<file path="config.mk">
export PLATFORM = sky130hd
export DESIGN_NAME = cycle_count_reader_flat
export DESIGN_NICKNAME = d
export VERILOG_FILES = /design/src/rtl/cycle_count_reader_pkg.sv /design/src/rtl/cycle_count_reader_if.sv /design/src/rtl/cycle_count_reader_elapsed_calc.sv /design/src/rtl/cycle_count_reader.sv /design/src/flat_wrapper.sv
export SDC_FILE = /design/constraint.sdc
export NUM_CORES = 1
export LEC_CHECK = 0
export ABC_AREA = 1
export ABC_CLOCK_PERIOD_IN_PS = 3400
export CAP_MARGIN = 10
export CORE_MARGIN = 4
export CORE_UTILIZATION = 30
export DETAILED_ROUTE_END_ITERATION = 8
export GPL_ROUTABILITY_DRIVEN = 0
export PLACE_DENSITY = 0.49
export SETUP_SLACK_MARGIN = 0.5
export SYNTH_ARGS = -nofsm -noshare
export SYNTH_HDL_FRONTEND = slang
export SYNTH_SLANG_ARGS = --single-unit
</file>
<file path="constraint.sdc">
create_clock -name CLK -period 3.4 [get_ports CLK]
set_input_delay 0.68 -clock CLK [delete_from_list [all_inputs] [get_ports CLK]]
set_output_delay 0.68 -clock CLK [all_outputs]
set_load 0.01 [all_outputs]
</file>
<file path="src/rtl/cycle_count_reader_pkg.sv">
`default_nettype none
// ============================================================================
// Module   : cycle_count_reader_pkg
// Brief    : Shared constants and state encoding for the stopwatch peripheral.
// Revision : 1.0
// ============================================================================
package cycle_count_reader_pkg;

    localparam int DATA_W_DEF = 32;
    localparam int ADDR_W_DEF = 2;

    // Word-addressed register map
    localparam int REG_CTRL       = 0;
    localparam int REG_ELAPSED    = 1;
    localparam int REG_COMPARE    = 2;
    localparam int REG_START_SNAP = 3;

    localparam int CTRL_START_BIT = 0;
    localparam int CTRL_STOP_BIT  = 1;
    localparam int CTRL_CLEAR_BIT = 2;

    localparam int STATUS_RUN_BIT   = 0;
    localparam int STATUS_STOP_BIT  = 1;
    localparam int STATUS_ALARM_BIT = 2;

    typedef enum logic [1:0] {
        ST_IDLE    = 2'd0,
        ST_RUNNING = 2'd1,
        ST_STOPPED = 2'd2
    } state_e;

endpackage : cycle_count_reader_pkg
`default_nettype wire

</file>
<file path="src/rtl/cycle_count_reader_if.sv">
`default_nettype none
// ============================================================================
// Module   : cycle_count_reader_if
// Brief    : Data-memory bus slave port of the stopwatch peripheral.
// Revision : 1.0
// ============================================================================
interface cycle_count_reader_if #(
    parameter int DATA_W = 32,
    parameter int ADDR_W = 2
);
    logic              Sel;
    logic [ADDR_W-1:0] Addr;
    logic              MemWrite;
    logic              MemRead;
    logic [DATA_W-1:0] WriteData;
    logic [DATA_W-1:0] ReadData;
    logic              ReadValid;

    modport master (
        output Sel, Addr, MemWrite, MemRead, WriteData,
        input  ReadData, ReadValid
    );

    modport slave (
        input  Sel, Addr, MemWrite, MemRead, WriteData,
        output ReadData, ReadValid
    );
endinterface : cycle_count_reader_if
`default_nettype wire

</file>
<file path="src/rtl/cycle_count_reader_elapsed_calc.sv">
`default_nettype none
// ============================================================================
// Module   : cycle_count_reader_elapsed_calc
// Brief    : Combinational elapsed-cycle computation and alarm threshold hit.
// Revision : 1.0
// ============================================================================
module cycle_count_reader_elapsed_calc
    import cycle_count_reader_pkg::*;
#(
    parameter int DATA_W = 32
) (
    input  state_e            state_i,
    input  logic [DATA_W-1:0] cycle_count_i,
    input  logic [DATA_W-1:0] start_snap_i,
    input  logic [DATA_W-1:0] stop_snap_i,
    input  logic [DATA_W-1:0] compare_i,
    output logic [DATA_W-1:0] elapsed_o,
    output logic              hit_o
);

    // Modular subtraction makes a counter wrap inside the interval invisible
    always_comb begin
        elapsed_o = '0;
        unique case (state_i)
            ST_RUNNING: elapsed_o = cycle_count_i - start_snap_i;
            ST_STOPPED: elapsed_o = stop_snap_i - start_snap_i;
            default:    elapsed_o = '0;
        endcase
    end

    assign hit_o = (state_i == ST_RUNNING) && (compare_i != '0) && (elapsed_o >= compare_i);

endmodule : cycle_count_reader_elapsed_calc
`default_nettype wire

</file>
<file path="src/rtl/cycle_count_reader.sv">
`default_nettype none
// ============================================================================
// Module   : cycle_count_reader
// Brief    : Memory-mapped stopwatch over the free-running cycle count.
// Revision : 1.0
// ============================================================================
module cycle_count_reader
    import cycle_count_reader_pkg::*;
#(
    parameter int DATA_W = DATA_W_DEF,
    parameter int ADDR_W = ADDR_W_DEF
) (
    input  logic                 CLK,
    input  logic                 Reset,
    input  logic [DATA_W-1:0]    CycleCount,
    cycle_count_reader_if.slave  bus,
    output logic                 Alarm
);

    state_e            state_q, state_d;
    logic [DATA_W-1:0] start_snap_q, start_snap_d;
    logic [DATA_W-1:0] stop_snap_q, stop_snap_d;
    logic [DATA_W-1:0] compare_q, compare_d;
    logic              alarm_q, alarm_d;
    logic [DATA_W-1:0] read_data_q, read_data_d;
    logic              read_valid_q, read_valid_d;

    logic [DATA_W-1:0] w_elapsed;
    logic              w_hit;
    logic [DATA_W-1:0] w_status;
    logic              w_wr;
    logic              w_rd;
    logic              w_ctrl_wr;
    logic              w_cmp_wr;

    cycle_count_reader_elapsed_calc #(
        .DATA_W (DATA_W)
    ) u_elapsed_calc (
        .state_i       (state_q),
        .cycle_count_i (CycleCount),
        .start_snap_i  (start_snap_q),
        .stop_snap_i   (stop_snap_q),
        .compare_i     (compare_q),
        .elapsed_o     (w_elapsed),
        .hit_o         (w_hit)
    );

    assign w_wr      = bus.Sel && bus.MemWrite;
    assign w_rd      = bus.Sel && bus.MemRead;
    assign w_ctrl_wr = w_wr && (bus.Addr == ADDR_W'(REG_CTRL));
    assign w_cmp_wr  = w_wr && (bus.Addr == ADDR_W'(REG_COMPARE));

    always_comb begin
        w_status                   = '0;
        w_status[STATUS_RUN_BIT]   = (state_q == ST_RUNNING);
        w_status[STATUS_STOP_BIT]  = (state_q == ST_STOPPED);
        w_status[STATUS_ALARM_BIT] = alarm_q;
    end

    always_ff @(posedge CLK) begin
        if (Reset) begin
            state_q      <= ST_IDLE;
            start_snap_q <= '0;
            stop_snap_q  <= '0;
            compare_q    <= '0;
            alarm_q      <= 1'b0;
            read_data_q  <= '0;
            read_valid_q <= 1'b0;
        end else begin
            state_q      <= state_d;
            start_snap_q <= start_snap_d;
            stop_snap_q  <= stop_snap_d;
            compare_q    <= compare_d;
            alarm_q      <= alarm_d;
            read_data_q  <= read_data_d;
            read_valid_q <= read_valid_d;
        end
    end

    always_comb begin
        state_d      = state_q;
        start_snap_d = start_snap_q;
        stop_snap_d  = stop_snap_q;
        compare_d    = compare_q;
        alarm_d      = alarm_q | w_hit;
        read_data_d  = read_data_q;
        read_valid_d = 1'b0;

        // Command priority within one write: CLEAR, then START, then STOP
        if (w_ctrl_wr) begin
            if (bus.WriteData[CTRL_CLEAR_BIT]) begin
                state_d      = ST_IDLE;
                start_snap_d = '0;
                stop_snap_d  = '0;
                alarm_d      = 1'b0;
            end else if (bus.WriteData[CTRL_START_BIT]) begin
                state_d      = ST_RUNNING;
                start_snap_d = CycleCount;
                alarm_d      = 1'b0;
            end else if (bus.WriteData[CTRL_STOP_BIT] && (state_q == ST_RUNNING)) begin
                state_d     = ST_STOPPED;
                stop_snap_d = CycleCount;
            end
        end

        if (w_cmp_wr) begin
            compare_d = bus.WriteData;
        end

        // Read mux uses current-cycle values, so a same-cycle write is not visible
        if (w_rd) begin
            read_valid_d = 1'b1;
            case (bus.Addr)
                ADDR_W'(REG_CTRL):       read_data_d = w_status;
                ADDR_W'(REG_ELAPSED):    read_data_d = w_elapsed;
                ADDR_W'(REG_COMPARE):    read_data_d = compare_q;
                ADDR_W'(REG_START_SNAP): read_data_d = start_snap_q;
                default:                 read_data_d = '0;
            endcase
        end
    end

    assign bus.ReadData  = read_data_q;
    assign bus.ReadValid = read_valid_q;
    assign Alarm         = alarm_q;

endmodule : cycle_count_reader
`default_nettype wire

</file>
<file path="src/flat_wrapper.sv">
// flat-port wrapper written by rule: the top's interface ports become plain ports
module cycle_count_reader_flat import cycle_count_reader_pkg::*;
#(
    parameter int DATA_W = DATA_W_DEF,
    parameter int ADDR_W = ADDR_W_DEF
)
  (CLK, Reset, CycleCount, Alarm, bus_Sel, bus_Addr, bus_MemWrite, bus_MemRead, bus_WriteData, bus_ReadData, bus_ReadValid);
  cycle_count_reader_if #(.DATA_W(DATA_W), .ADDR_W(ADDR_W)) bus_i ();
  input  logic CLK;
  input  logic Reset;
  input  logic [DATA_W-1:0] CycleCount;
  output logic Alarm;
  input wire logic [$bits(bus_i.Sel)-1:0] bus_Sel;
  input wire logic [$bits(bus_i.Addr)-1:0] bus_Addr;
  input wire logic [$bits(bus_i.MemWrite)-1:0] bus_MemWrite;
  input wire logic [$bits(bus_i.MemRead)-1:0] bus_MemRead;
  input wire logic [$bits(bus_i.WriteData)-1:0] bus_WriteData;
  output wire logic [$bits(bus_i.ReadData)-1:0] bus_ReadData;
  output wire logic [$bits(bus_i.ReadValid)-1:0] bus_ReadValid;
  assign bus_i.Sel = bus_Sel;
  assign bus_i.Addr = bus_Addr;
  assign bus_i.MemWrite = bus_MemWrite;
  assign bus_i.MemRead = bus_MemRead;
  assign bus_i.WriteData = bus_WriteData;
  assign bus_ReadData = bus_i.ReadData;
  assign bus_ReadValid = bus_i.ReadValid;
  cycle_count_reader #(.DATA_W(DATA_W), .ADDR_W(ADDR_W)) u_core (.CLK(CLK), .Reset(Reset), .CycleCount(CycleCount), .bus(bus_i), .Alarm(Alarm));
endmodule
</file>
; ---- Yosys cells after proc, flatten, opt, wreduce, memory -nomap -nowiden
; Cells that the tools add are included.
[word_totals]
reg_bits = 132
out_inout_bits = 34
word_cells = 46
[op_classes]
n_addsub = 2
n_lt_le_gt_ge = 1
eq_ne = 6
n_mux = 14
bitwise = 1
n_reduce_logical = 15
[op_table]
columns = operator, count
row1 = 32-bit 2-to-1 mux, 5
row2 = 32-bit one-hot mux with 4 select lines, 1
row3 = 32-bit one-hot mux with 2 select lines, 1
row4 = 32-bit subtractor, 2
row5 = 32-bit greater-or-equal comparator, 1
row6 = 32-bit nonzero test, 1
row7 = 1-bit logical AND, 7
row8 = "2-bit equality test, second input constant", 3
row9 = 2-bit 2-to-1 mux, 3
row10 = "2-bit by 1-bit equality test with 1-bit output, second input constant", 2
row11 = 1-bit 2-to-1 mux, 4
row12 = 2-bit AND reduction, 2
row13 = 2-bit nonzero test, 2
row14 = 3-bit AND reduction, 1
row15 = 3-bit nonzero test, 1
row16 = 2-bit logical NOT, 1
row17 = "2-bit by 1-bit inequality test with 1-bit output, second input constant", 1
row18 = 1-bit bitwise OR, 1

; ---- Depth between registers and ports, before layout
; Gate-level depths: netlist (run 1).
[logic_depth]
word_depth = 8
ltp_mapped = 29
mapped_depth_nobuf = 27

; ---- Hierarchy
; From an unflattened synthesis (run 1), not the netlist that was laid out.
[hier_totals]
cells_unflattened = 1486
area_unflattened_um2 = 9351.5
[modules_own_cells]
columns = module, instances, cells_each, area_per_inst_um2, seq_area_each_um2
row1 = cycle_count_reader, 1, 737, 5296.3, 2642.5
row2 = cycle_count_reader_elapsed_calc, 1, 749, 4055.1, 0.0

; ---- Worst setup path after synthesis (run 1)
; No wires, ideal clock.
[synth_path]
kind = register to register
start = register u_core.state_q[0]
end = register u_core.alarm_q (netlist: u_core.Alarm)
setup_time_ns = 0.071
arrival_ns = 3.598
required_ns = 3.329
setup_slack_ns = -0.269
stages_incl_launch_ff = 29
n_path_buf = 2
period_less_slack_ns = 3.669
path_cell_list = dfxtp_1 -> inv_1 -> ha_1 -> clkbuf_1 -> clkbuf_1 -> nand2_1 -> o21ai_0 -> ha_1 -> inv_1 -> fa_1 -> nand3_1 -> nand3_2 -> nand2_1 -> nand2_1 -> nand2_1 -> nand2_2 -> nand2_1 -> nand3_1 -> nand2_1 -> nor2_1 -> ha_1 -> nand2_1 -> nor2_1 -> nand2_1 -> nor4_1 -> nand4_1 -> nand4_1 -> nand2_1 -> a21oi_1
[synth_between]
elab_chain_cells = 8
[synth_rtl]
columns = item, line_no
row1 = start: declaration, cycle_count_reader.sv:20  ; state_e state_q, state_d;
row2 = start signal: assignment, cycle_count_reader.sv:70  ; state_q <= state_d;
row3 = 2-bit equality test or 2-bit by 1-bit equality test with 1-bit output (tied branches), "cycle_count_reader_elapsed_calc.sv:24, cycle_count_reader_elapsed_calc.sv:31"
row4 = 32-bit one-hot mux with 2 select lines, cycle_count_reader_elapsed_calc.sv:24  ; unique case (state_i)
row5 = 32-bit greater-or-equal comparator, cycle_count_reader_elapsed_calc.sv:31  ; assign hit_o = (state_i == ST_RUNNING) && (compare_i != '0) && (elapsed_o >= compare_i);
row6 = 1-bit logical AND *, cycle_count_reader_elapsed_calc.sv:31
row7 = 1-bit bitwise OR *, cycle_count_reader.sv:85  ; alarm_d = alarm_q | w_hit;
row8 = 1-bit 2-to-1 mux, cycle_count_reader.sv:96  ; end else if (bus.WriteData[CTRL_START_BIT]) begin
row9 = 1-bit 2-to-1 mux, cycle_count_reader.sv:91  ; if (bus.WriteData[CTRL_CLEAR_BIT]) begin
row10 = 1-bit 2-to-1 mux *, cycle_count_reader.sv:90  ; if (w_ctrl_wr) begin
row11 = end signal: assignment, cycle_count_reader.sv:74  ; alarm_q <= alarm_d;
row12 = end: declaration, cycle_count_reader.sv:24  ; logic alarm_q, alarm_d;
; Every way passes the cells marked *; elsewhere a longest branch is shown, timed or not.
; A chain may end at the register's enable or synchronous reset.

; ---- Final worst setup path (run 1)
; Same ends and word-level chain as after synthesis.

==> results_dict.tcl, run 1 <==
set metrics [dict create \
    status "finished with violations" \
    violations "negative setup slack" \
    path_max_fanout 18 \
    irDropWorstVdd_mv 0.247 \
    antenna-diode-count 0 \
    ys_ff_latch 132 \
    path_common_cell "nand2_2" \
    n_fill_cell 3065 \
    synth.avg_cell_area_sq_um 6.21 \
    power_frac_comb_pct 27.8 \
    rsz0062_at_grt "true" \
    areaGrowthSynthToFinish_pct 47.7 \
    clkPwrFrac_pct 37.7 \
    synth-seq-area-share_pct 29.0 \
    final_util_pct 45.2 \
    die_h_um 182 \
    final_common_cell "nand2_1" \
    synth_edf_count 0 \
    cts_made_buffers 17 \
    initial_utilization_pct 30.6 \
    hold_ws_ns 0.445 \
    seqPwrFrac_pct 34.5 \
    netlist_area_sq_um 9120 \
    clock_skew_ns 0.00763 \
    hold_path_depth 2 \
    max_cap_viol_count 0 \
    crit_type "reg2reg" \
    cp_top_family "simple AND/OR/NAND/NOR gates" \
    yosysWarnings 0 \
    die_width_um 182 \
    clockBufferDepth 2 \
    timing.fmax_mhz 278 \
    clkLatencyLatePin_ns 0.43 \
    intPower_mw 3.09 \
    ant_nets 0 \
    globalRouteMet3Util_pct 3.07 \
    grt_usage_pct 19.5 \
    viasPerCell 4.78 \
    drt_wl_total_um 33800 \
    top_usage_layer "met1" \
    power_switching_mw 1.50 \
    io_pins 105 \
    setup_viol 2 \
    synth_cell_types 39 \
    finalCriticalPeriod_ns 3.59 \
    holdPathEnd "u_core.stop_snap_q[6]" \
    io_buffer_count 104 \
    p_per_area_nw_per_um2 341 \
    cts_hold_buf 0 \
    cts_tree "built" \
    critPathLaunchType "flip-flop" \
    overflow 0 \
    met2_usage_pct 28.5 \
    critical_path_arrival_ns 3.96 \
    leakagePower_nw 6.04 \
    drc 0 \
    grt_pass1_wl_um 51600 \
    rows 63 \
    crit_required_ns 3.76 \
    core_sq_um 29800 \
    grt_max_degree 66 \
    dieArea_sq_um 33200 \
    cpPeakStageDelay_ns 0.36 \
    fin_crit_sh_pct 106 \
    p_sw_share_pct 32.7 \
    num_vias 10200 \
    setup_tns_ns -0.374 \
    first_pass_iters 5 \
    layout_setup_ws_ns -0.191 \
    r2r-end "u_core.Alarm" \
    worst_path_max_delay_cell "ha_1" \
    worstReg2RegStart "u_core.state_q[0]" \
    final-hold-violation-count 0 \
    endpoint_kind "flip-flop" \
    first_iter_violations 697 \
    rr_worst_depth 26 \
    syn_nets 1606 \
    wl_per_cell_um 15.8 \
    placed_cells 2068 \
    async_flop_share_pct 0 \
    syn_inst 1469 \
    rrSetupSlack_ns -0.19 \
    worst_pin_slew_ns 0.814 \
    clk_pin_slew_ns 0.07 \
    grt_pass1_vias 9381 \
    critPathBufInv 7 \
    drive_gt1_share_pct 25.2 \
    antenna_found_initial 0 \
    nNetsFinal 1869 \
    htreeDepth 4 \
    min-delay-start "u_core.stop_snap_q[6]" \
    timing.slew.headroom_pct 45.7 \
    grtUsageMet1_pct 30.0 \
    min_path_type "reg2reg" \
    cts_root_buf "clkbuf_16" \
    drv_slew 0 \
    synth-main-ff-cell "dfxtp_1" \
    dpl.hpwl_um 24800 \
    fin_cells 2135 \
    most-common-layout-cells "nand2_1, inv_1, buf_4" \
    cts.sinks 132 \
]
==> layer usage <==
| metal | share of wire (%) | up-vias |
|---|---|---|
| met5 | 0 | - |
| met2 | 41 | 246 |
| met3 | 4.8 | 34 |
| li1 | - | 5228 |
| met4 | 1.3 | 0 |
| met1 | 52 | 4698 |
==> cells in the mapped netlist, types with 3 or more instances <==
cell type	number	share of area [%]
xor2_1	3	0.29
a21oi_1	132	7.2
clkbuf_1	55	2.3
o32ai_1	31	3.0
buf_1	3	0.12
a21oi_2	3	0.29
nor2_1	115	4.7
o21ai_0	118	6.5
dfxtp_1	132	29
buf_2	4	0.22
xnor2_1	8	0.77
nand2_2	7	0.48
nor2_2	6	0.41
nand4_1	23	1.6
nand2_1	375	15
nor4_1	4	0.27
inv_1	282	12
nor3_1	16	0.88
o22ai_1	29	2.0
nand3_1	32	1.8
ha_1	65	8.9
==> power by group through the flow <==
stage / logic (mW) / registers [mW] / clock network (mW)
floorplan: 0.556 / 1.62 / 0
global placement: 1.04 / 1.62 / 0
detailed placement: 1.04 / 1.62 / 0
CTS: 1.13 / 1.59 / 1.76
global route: 1.40 / 1.59 / 1.83
finish: 1.28 / 1.59 / 1.73
==> cell type report <==
| class | instances | area, sq um | share of cell area, % |
|---|---|---|---|
| inverter | 285 | 1070 | 7.94 |
| tap | 390 | 488 | 3.62 |
| sequential | 132 | 2650 | 19.6 |
| clock inverter | 14 | 105 | 0.780 |
| timing repair buffer | 306 | 2640 | 19.6 |
| clock buffer | 18 | 429 | 3.19 |
| multi-input combinational | 990 | 6090 | 45.2 |
==> worst max path at each step <==
| stage | from | to | slack [ns] | depth (start not counted) |
|---|---|---|---|---|
| 2_1_floorplan | u_core.state_q[0] | u_core.Alarm | 0.02 | 27 |
| 3_3_place_gp | CycleCount[5] | u_core.Alarm | -0.77 | 24 |
| 3_5_place_dp | CycleCount[4] | u_core.Alarm | -0.77 | 23 |
| 4_1_cts | u_core.state_q[0] | u_core.Alarm | -0.29 | 27 |
| 5_1_grt | u_core.state_q[0] | u_core.Alarm | -0.43 | 24 |
| 6_report | u_core.state_q[0] | u_core.Alarm | -0.19 | 26 |
==> sequential cells by signal, summed over array words and instances (netlist names) <==
signal,count
u_core.bus.ReadData,32
u_core.stop_snap_q,32
u_core.bus.ReadValid,1
u_core.compare_q,32
u_core.state_q,2
u_core.Alarm,1
u_core.start_snap_q,32
==> worst register-to-register path, stage by stage, from the launching register on <==
cell and delay, ns:
dfxtp_2 0.33, inv_2 0.04, ha_4 0.19, buf_12 0.15
buf_12 0.15, nand2_1 0.07, o21ai_0 0.08, ha_1 0.36
buf_6 0.16, nand2_2 0.08, nand2_2 0.07, a21oi_2 0.15
nand2_2 0.08, buf_4 0.14, inv_1 0.09, nand3_2 0.10
nand2_1 0.08, nor2_1 0.04, ha_1 0.30, nand2_2 0.07
inv_2 0.08, nand3_4 0.07, nor4_4 0.27, nand4_1 0.12
nand4_1 0.09, nand2_1 0.05, a21oi_1 0.12
==> logic make-up (layout without fill, tap and decap cells) <==
group / count (synthesis) / count (layout) / synth area share [%]
AOI/OAI and AO/OA: 324 / 324 / 19.9
xor gates and xnor gates: 11 / 11 / 1.06
adders and majority gates: 66 / 66 / 9.14
buffers and inverters: 347 / 623 / 14.3
DFF: 132 / 132 / 29.0
and+or+nand+nor: 589 / 589 / 26.5
==> stage by stage <==
stage | total power, mW | instance area [sq um] | setup slack (ns)
2_1_floorplan | 2.18 | 9180 | 0.0212
3_3_place_gp | 2.67 | 11700 | -0.770
3_5_place_dp | 2.66 | 11700 | -0.774
4_1_cts | 4.48 | 12700 | -0.292
5_1_grt | 4.82 | 13500 | -0.428
6_report | 4.60 | 13500 | -0.191
==> repair_timing <==
| action | CTS | global route |
|---|---|---|
| gates resized for setup | 84 | 168 |
| pin swaps | 42 | 81 |
| setup endpoints to repair | 20 | 28 |
| setup buffers | 23 | 12 |
| gates cloned | 0 | 0 |
Note: power is estimated with default switching activity, not from simulation.
==> run 2: changes to the inputs <==
Settings changed: ABC_CLOCK_PERIOD_IN_PS 3400 to 4000, PLACE_DENSITY 0.49 to 0.47.
Clock period 3.4 ns to 4 ns, I/O delays scaled along.
==> run 2 against run 1 <==
The run now ends clean. Final cell count is 1.1% lower. Register-to-register slack better by 0.52 ns. Count of clock-buffer cells in the layout unchanged. Via count fell by 1.4%. Combinational power is 19% lower. Total power fell by 10%. Worst hold slack lost 0.0027 ns. Largest cell class unchanged.
==> results_dict.tcl, run 2 (synthesized netlist as in run 1, its figures left out) <==
set metrics [dict create \
    status "complete, no violations" \
    ant_nets 0 \
    fin_crit_sh_pct 92.1 \
    drt_wl_total_um 34300 \
    first_iter_violations 690 \
    min_path_type "reg2reg" \
    irDropWorstVdd_mv 0.216 \
    timing.slew.headroom_pct 23.9 \
    die_h_um 182 \
    num_vias 10100 \
    min-delay-start "u_core.stop_snap_q[22]" \
    hold_ws_ns 0.442 \
    grt_pass1_vias 9544 \
    io_buffer_count 104 \
    first_pass_iters 6 \
    cts_root_buf "clkbuf_16" \
    rows 63 \
    dpl.hpwl_um 25000 \
    leakagePower_nw 5.97 \
    p_per_area_nw_per_um2 312 \
    rsz0062_at_grt "true" \
    antenna_found_initial 0 \
    crit_required_ns 4.37 \
    regArea_sq_um 2650 \
    clk_pin_slew_ns 0.07 \
    power_mw 4.13 \
    max_cap_viol_count 0 \
    clockBufferDepth 2 \
    placed_cells 2051 \
    rr_worst_depth 29 \
    drive_gt1_share_pct 22.0 \
    timing.fmax_mhz 272 \
    cts_made_buffers 17 \
    areaGrowthSynthToFinish_pct 45.2 \
    fin_cells 2112 \
    cts.sinks 132 \
    fin_area_sq_um 13200 \
    grt_max_degree 66 \
    dieArea_sq_um 33200 \
    r2r-end "u_core.Alarm" \
    worst_pin_slew_ns 1.14 \
    setup_tns_ns 0 \
    cpPeakStageDelay_ns 0.45 \
    path_common_cell "nand2_1" \
    path_max_fanout 4 \
    endpoint_kind "flip-flop" \
    wl_per_cell_um 16.2 \
    antenna-diode-count 0 \
    final_util_pct 44.4 \
    cts_hold_buf 0 \
    clock_skew_ns 0.0183 \
    cts_tree "built" \
    grt_usage_pct 20.0 \
    final_common_cell "nand2_1" \
    htreeDepth 4 \
    initial_utilization_pct 30.6 \
    setup_viol 0 \
    critPathLaunchType "input pin" \
    rrSetupSlack_ns 0.33 \
    io_pins 105 \
    grt_pass1_wl_um 52700 \
    place_area_sq_um 11600 \
    viasPerCell 4.76 \
    crit_type "in2reg" \
    holdPathEnd "u_core.stop_snap_q[22]" \
    worstReg2RegStart "u_core.state_q[0]" \
    multi_input_area_sq_um 5870 \
    core_sq_um 29800 \
    critical_path_arrival_ns 4.05 \
    nNetsFinal 1846 \
    pre_cts_ws_ns -0.291 \
    n_fill_cell 3104 \
    overflow 0 \
    most-common-layout-cells "nand2_1, inv_1, buf_4" \
    die_width_um 182 \
    final-hold-violation-count 0 \
    layout_setup_ws_ns 0.317 \
    drv_slew 0 \
    hold_path_depth 2 \
    worst_path_max_delay_cell "clkdlybuf4s50_1" \
    path_cells "clkdlybuf4s50_1, inv_1, o21ai_1, ha_2, nand2_2, inv_1, nand2_1, nand2_1, nand3b_1, nand2_1, nand3b_1, nand2_1, nor2_1, ha_1, nand2_1, nor4_2, buf_4, nand4_1, nand4_1, nand2_1, a21oi_2" \
    clkLatencyLatePin_ns 0.44 \
    drc 0 \
    finalCriticalPeriod_ns 3.68 \
]
[run 2: where the power goes]
group | switching, mW | internal, mW
sequential | 0.0103 | 1.34
combinational | 0.570 | 0.470
clock | 0.689 | 1.05
total | 1.27 | 2.86
[run 2: cell type report]
type | instances | share of cell area, %
Multi-Input combinational cell | 990 | 44.4
Sequential cell | 132 | 20.0
Timing Repair Buffer | 283 | 19.1
Inverter | 285 | 8.08
Tap cell | 390 | 3.69
Clock buffer | 18 | 3.24
Clock inverter | 14 | 1.53
[run 2: worst max path at each step]
| stage | from | end | depth (start not counted) |
|---|---|---|---|
| floorplan | u_core.state_q[0] | u_core.Alarm | 27 |
| global placement | CycleCount[4] | u_core.Alarm | 24 |
| detailed placement | CycleCount[0] | u_core.Alarm | 21 |
| CTS | u_core.state_q[1] | u_core.Alarm | 27 |
| global route | u_core.state_q[0] | u_core.Alarm | 28 |
| finish | CycleCount[9] | u_core.Alarm | 21 |
[run 2: what timing repair did]
action,4_1_cts,5_1_grt
pin swaps,25,56
resized for setup,61,135
gates cloned,2,3
endpoints found under the setup margin,1,1
setup buffers,12,12
[run 2: routing by layer]
layer | vias up | wire [um] | track usage (%)
met5 | - | 0 | 0
met4 | 0 | 450 | 4.59
met3 | 33 | 1520 | 3.03
met2 | 218 | 14200 | 28.7
met1 | 4623 | 18100 | 31.1
li1 | 5188 | - | -
[run 2: worst max-delay path: cells and delay by family]
kind | cells | cell delay (ns)
adders and majority gates | 2 | 0.64
buffers and inverters | 4 | 0.70
and+or+nand+nor | 13 | 1.62
AOI/OAI and AO/OA | 2 | 0.28
==> run 3: changes to the inputs <==
Settings changed: ABC_CLOCK_PERIOD_IN_PS 4000 to 3600.
Clock period 4 ns to 3.6 ns, I/O delays scaled along.
==> run 3 against run 2 <==
The flow now finishes with violations (negative setup slack). Register-to-register slack lost 0.36 ns. Sequential cell count is the same. Clock skew shrank 0.0058 ns. Critical endpoint unchanged. Largest power group unchanged. Largest cell class unchanged. Combinational power grew 17%. Non-clock buffer count grew 30.
==> results_dict.tcl, run 3 (synthesized netlist as in run 1, its figures left out) <==
set metrics [dict create \
    grt_usage_pct 19.7 \
    areaGrowthSynthToFinish_pct 50.1 \
    cts_root_buf "clkbuf_16" \
    rows 63 \
    clkLatencyLatePin_ns 0.43 \
    clockBufferDepth 2 \
    clock_skew_ns 0.0125 \
    wl_per_cell_um 16.0 \
    dpl.hpwl_um 25000 \
    fin_crit_sh_pct 101 \
    violations "negative setup slack" \
    grt_pass1_vias 9448 \
    viasPerCell 4.75 \
    die_h_um 182 \
    first_iter_violations 651 \
    cts.sinks 132 \
    cts_tree "built" \
    first_pass_iters 5 \
    cts_made_buffers 17 \
    drc 0 \
    setup_tns_ns -0.0338 \
    layout_setup_ws_ns -0.0338 \
    path_common_cell "nand2_2" \
    drive_gt1_share_pct 25.9 \
    worst_path_max_delay_cell "ha_1" \
    clk_pin_slew_ns 0.06 \
    final-hold-violation-count 0 \
    leakagePower_nw 6.16 \
    io_buffer_count 104 \
    endpoint_kind "flip-flop" \
    core_sq_um 29800 \
    worstReg2RegStart "u_core.state_q[0]" \
    cpPeakStageDelay_ns 0.36 \
    cp_top_family "simple AND/OR/NAND/NOR gates" \
    htreeDepth 4 \
    crit_required_ns 3.95 \
    io_pins 105 \
    p_per_area_nw_per_um2 328 \
    status "finished with violations" \
    dieArea_sq_um 33200 \
    path_max_fanout 6 \
    irDropWorstVdd_mv 0.279 \
    grt_pass1_wl_um 52100 \
    timing.fmax_mhz 275 \
    antenna_found_initial 0 \
    finalCriticalPeriod_ns 3.63 \
    die_width_um 182 \
    hold_path_depth 2 \
    min-delay-start "u_core.stop_snap_q[21]" \
    ant_nets 0 \
    most-common-layout-cells "nand2_1, inv_1, buf_4" \
    critPathBufInv 6 \
    drv_slew 0 \
    nNetsFinal 1876 \
    cp-startpoint "u_core.state_q[0]" \
    worst_pin_slew_ns 0.839 \
    crit_type "reg2reg" \
    rrSetupSlack_ns -0.03 \
    timing.slew.headroom_pct 44.0 \
    setup_viol 1 \
    r2r-end "u_core.Alarm" \
    num_vias 10200 \
    overflow 0 \
    holdPathEnd "u_core.stop_snap_q[21]" \
    drt_wl_total_um 34300 \
    power_mw 4.49 \
    min_path_type "reg2reg" \
    grt_max_degree 66 \
    max_cap_viol_count 0 \
    rr_worst_depth 26 \
    antenna-diode-count 0 \
    rsz0062_at_grt "true" \
    critPathLaunchType "flip-flop" \
    critical_path_arrival_ns 3.98 \
    initial_utilization_pct 30.6 \
    final_common_cell "nand2_1" \
]
-- run 3: cell count changes in the layout (fill, tap and decap cells not counted), moves of 7 or more --
| cell | change |
|---|---|
| buf_4 | +20 |
| buf_6 | +10 |
| ha_1 | -8 |
| inv_1 | -7 |
| nand2_1 | -14 |
| nand2_4 | +8 |
| nor2_1 | -8 |
| o21ai_0 | -9 |
| o21ai_2 | +10 |
-- run 3: cell type report --
class,count,area (sq um)
fillers,3152,16100
multi-input cells,990,6120
repair buffers,313,2770
flip-flops and latches,132,2650
inverters,285,1070
well taps,390,488
clock buffers,19,453
clock inverters,12,130
-- run 3: timing repair --
item | 4_1_cts | 5_1_grt
gates cloned | 0 | 4
buffers inserted | 29 | 23
endpoints found under the setup margin | 2 | 7
gates resized for setup | 109 | 159
pin swaps | 66 | 83
hold buffers | 0 | 0
-- run 3: routing by layer --
metal | track usage [%] | vias to the layer above | share of wire (%)
met5 | 0 | - | 0
met4 | 4.20 | 0 | 0.98
met3 | 3.25 | 22 | 5.1
met2 | 28.4 | 228 | 42
met1 | 30.5 | 4691 | 52
li1 | - | 5238 | -
-- run 3: metrics by stage --
step / util (%) / cell area (sq um) / hold slack, ns / setup WS, ns / cells
floorplan: - / 9180 / 0.424 / 0.221 / 1469
global placement: 39.0 / 11600 / 0.432 / -0.654 / 2054
detailed placement: 39.0 / 11600 / 0.438 / -0.684 / 2054
CTS: 43.0 / 12800 / 0.447 / -0.0520 / 2114
global route: 45.9 / 13700 / 0.461 / -0.233 / 2141
finish: 45.9 / 13700 / 0.445 / -0.0338 / 2141
-- run 3: where the power goes --
group	internal, mW	leakage [nW]	switching (mW)
logic	0.560	4.81	0.659
registers	1.49	1.07	0.0114
clock network	1.05	0.285	0.721
-- run 3: worst max path at each step --
| stage | to | slack (ns) | cells after the start |
|---|---|---|---|
| 3_3_place_gp | u_core.Alarm | -0.65 | 24 |
| 4_1_cts | u_core.Alarm | -0.05 | 26 |
| 3_5_place_dp | u_core.Alarm | -0.68 | 24 |
| 5_1_grt | u_core.Alarm | -0.23 | 26 |
| 2_1_floorplan | u_core.Alarm | 0.22 | 27 |
| 6_report | u_core.Alarm | -0.03 | 26 |
-- run 3: tightest hold or removal path, cell delays in order (launching register included) --
cell and delay (ns):
dfxtp_1 0.31, inv_1 0.05, a21oi_1 0.05
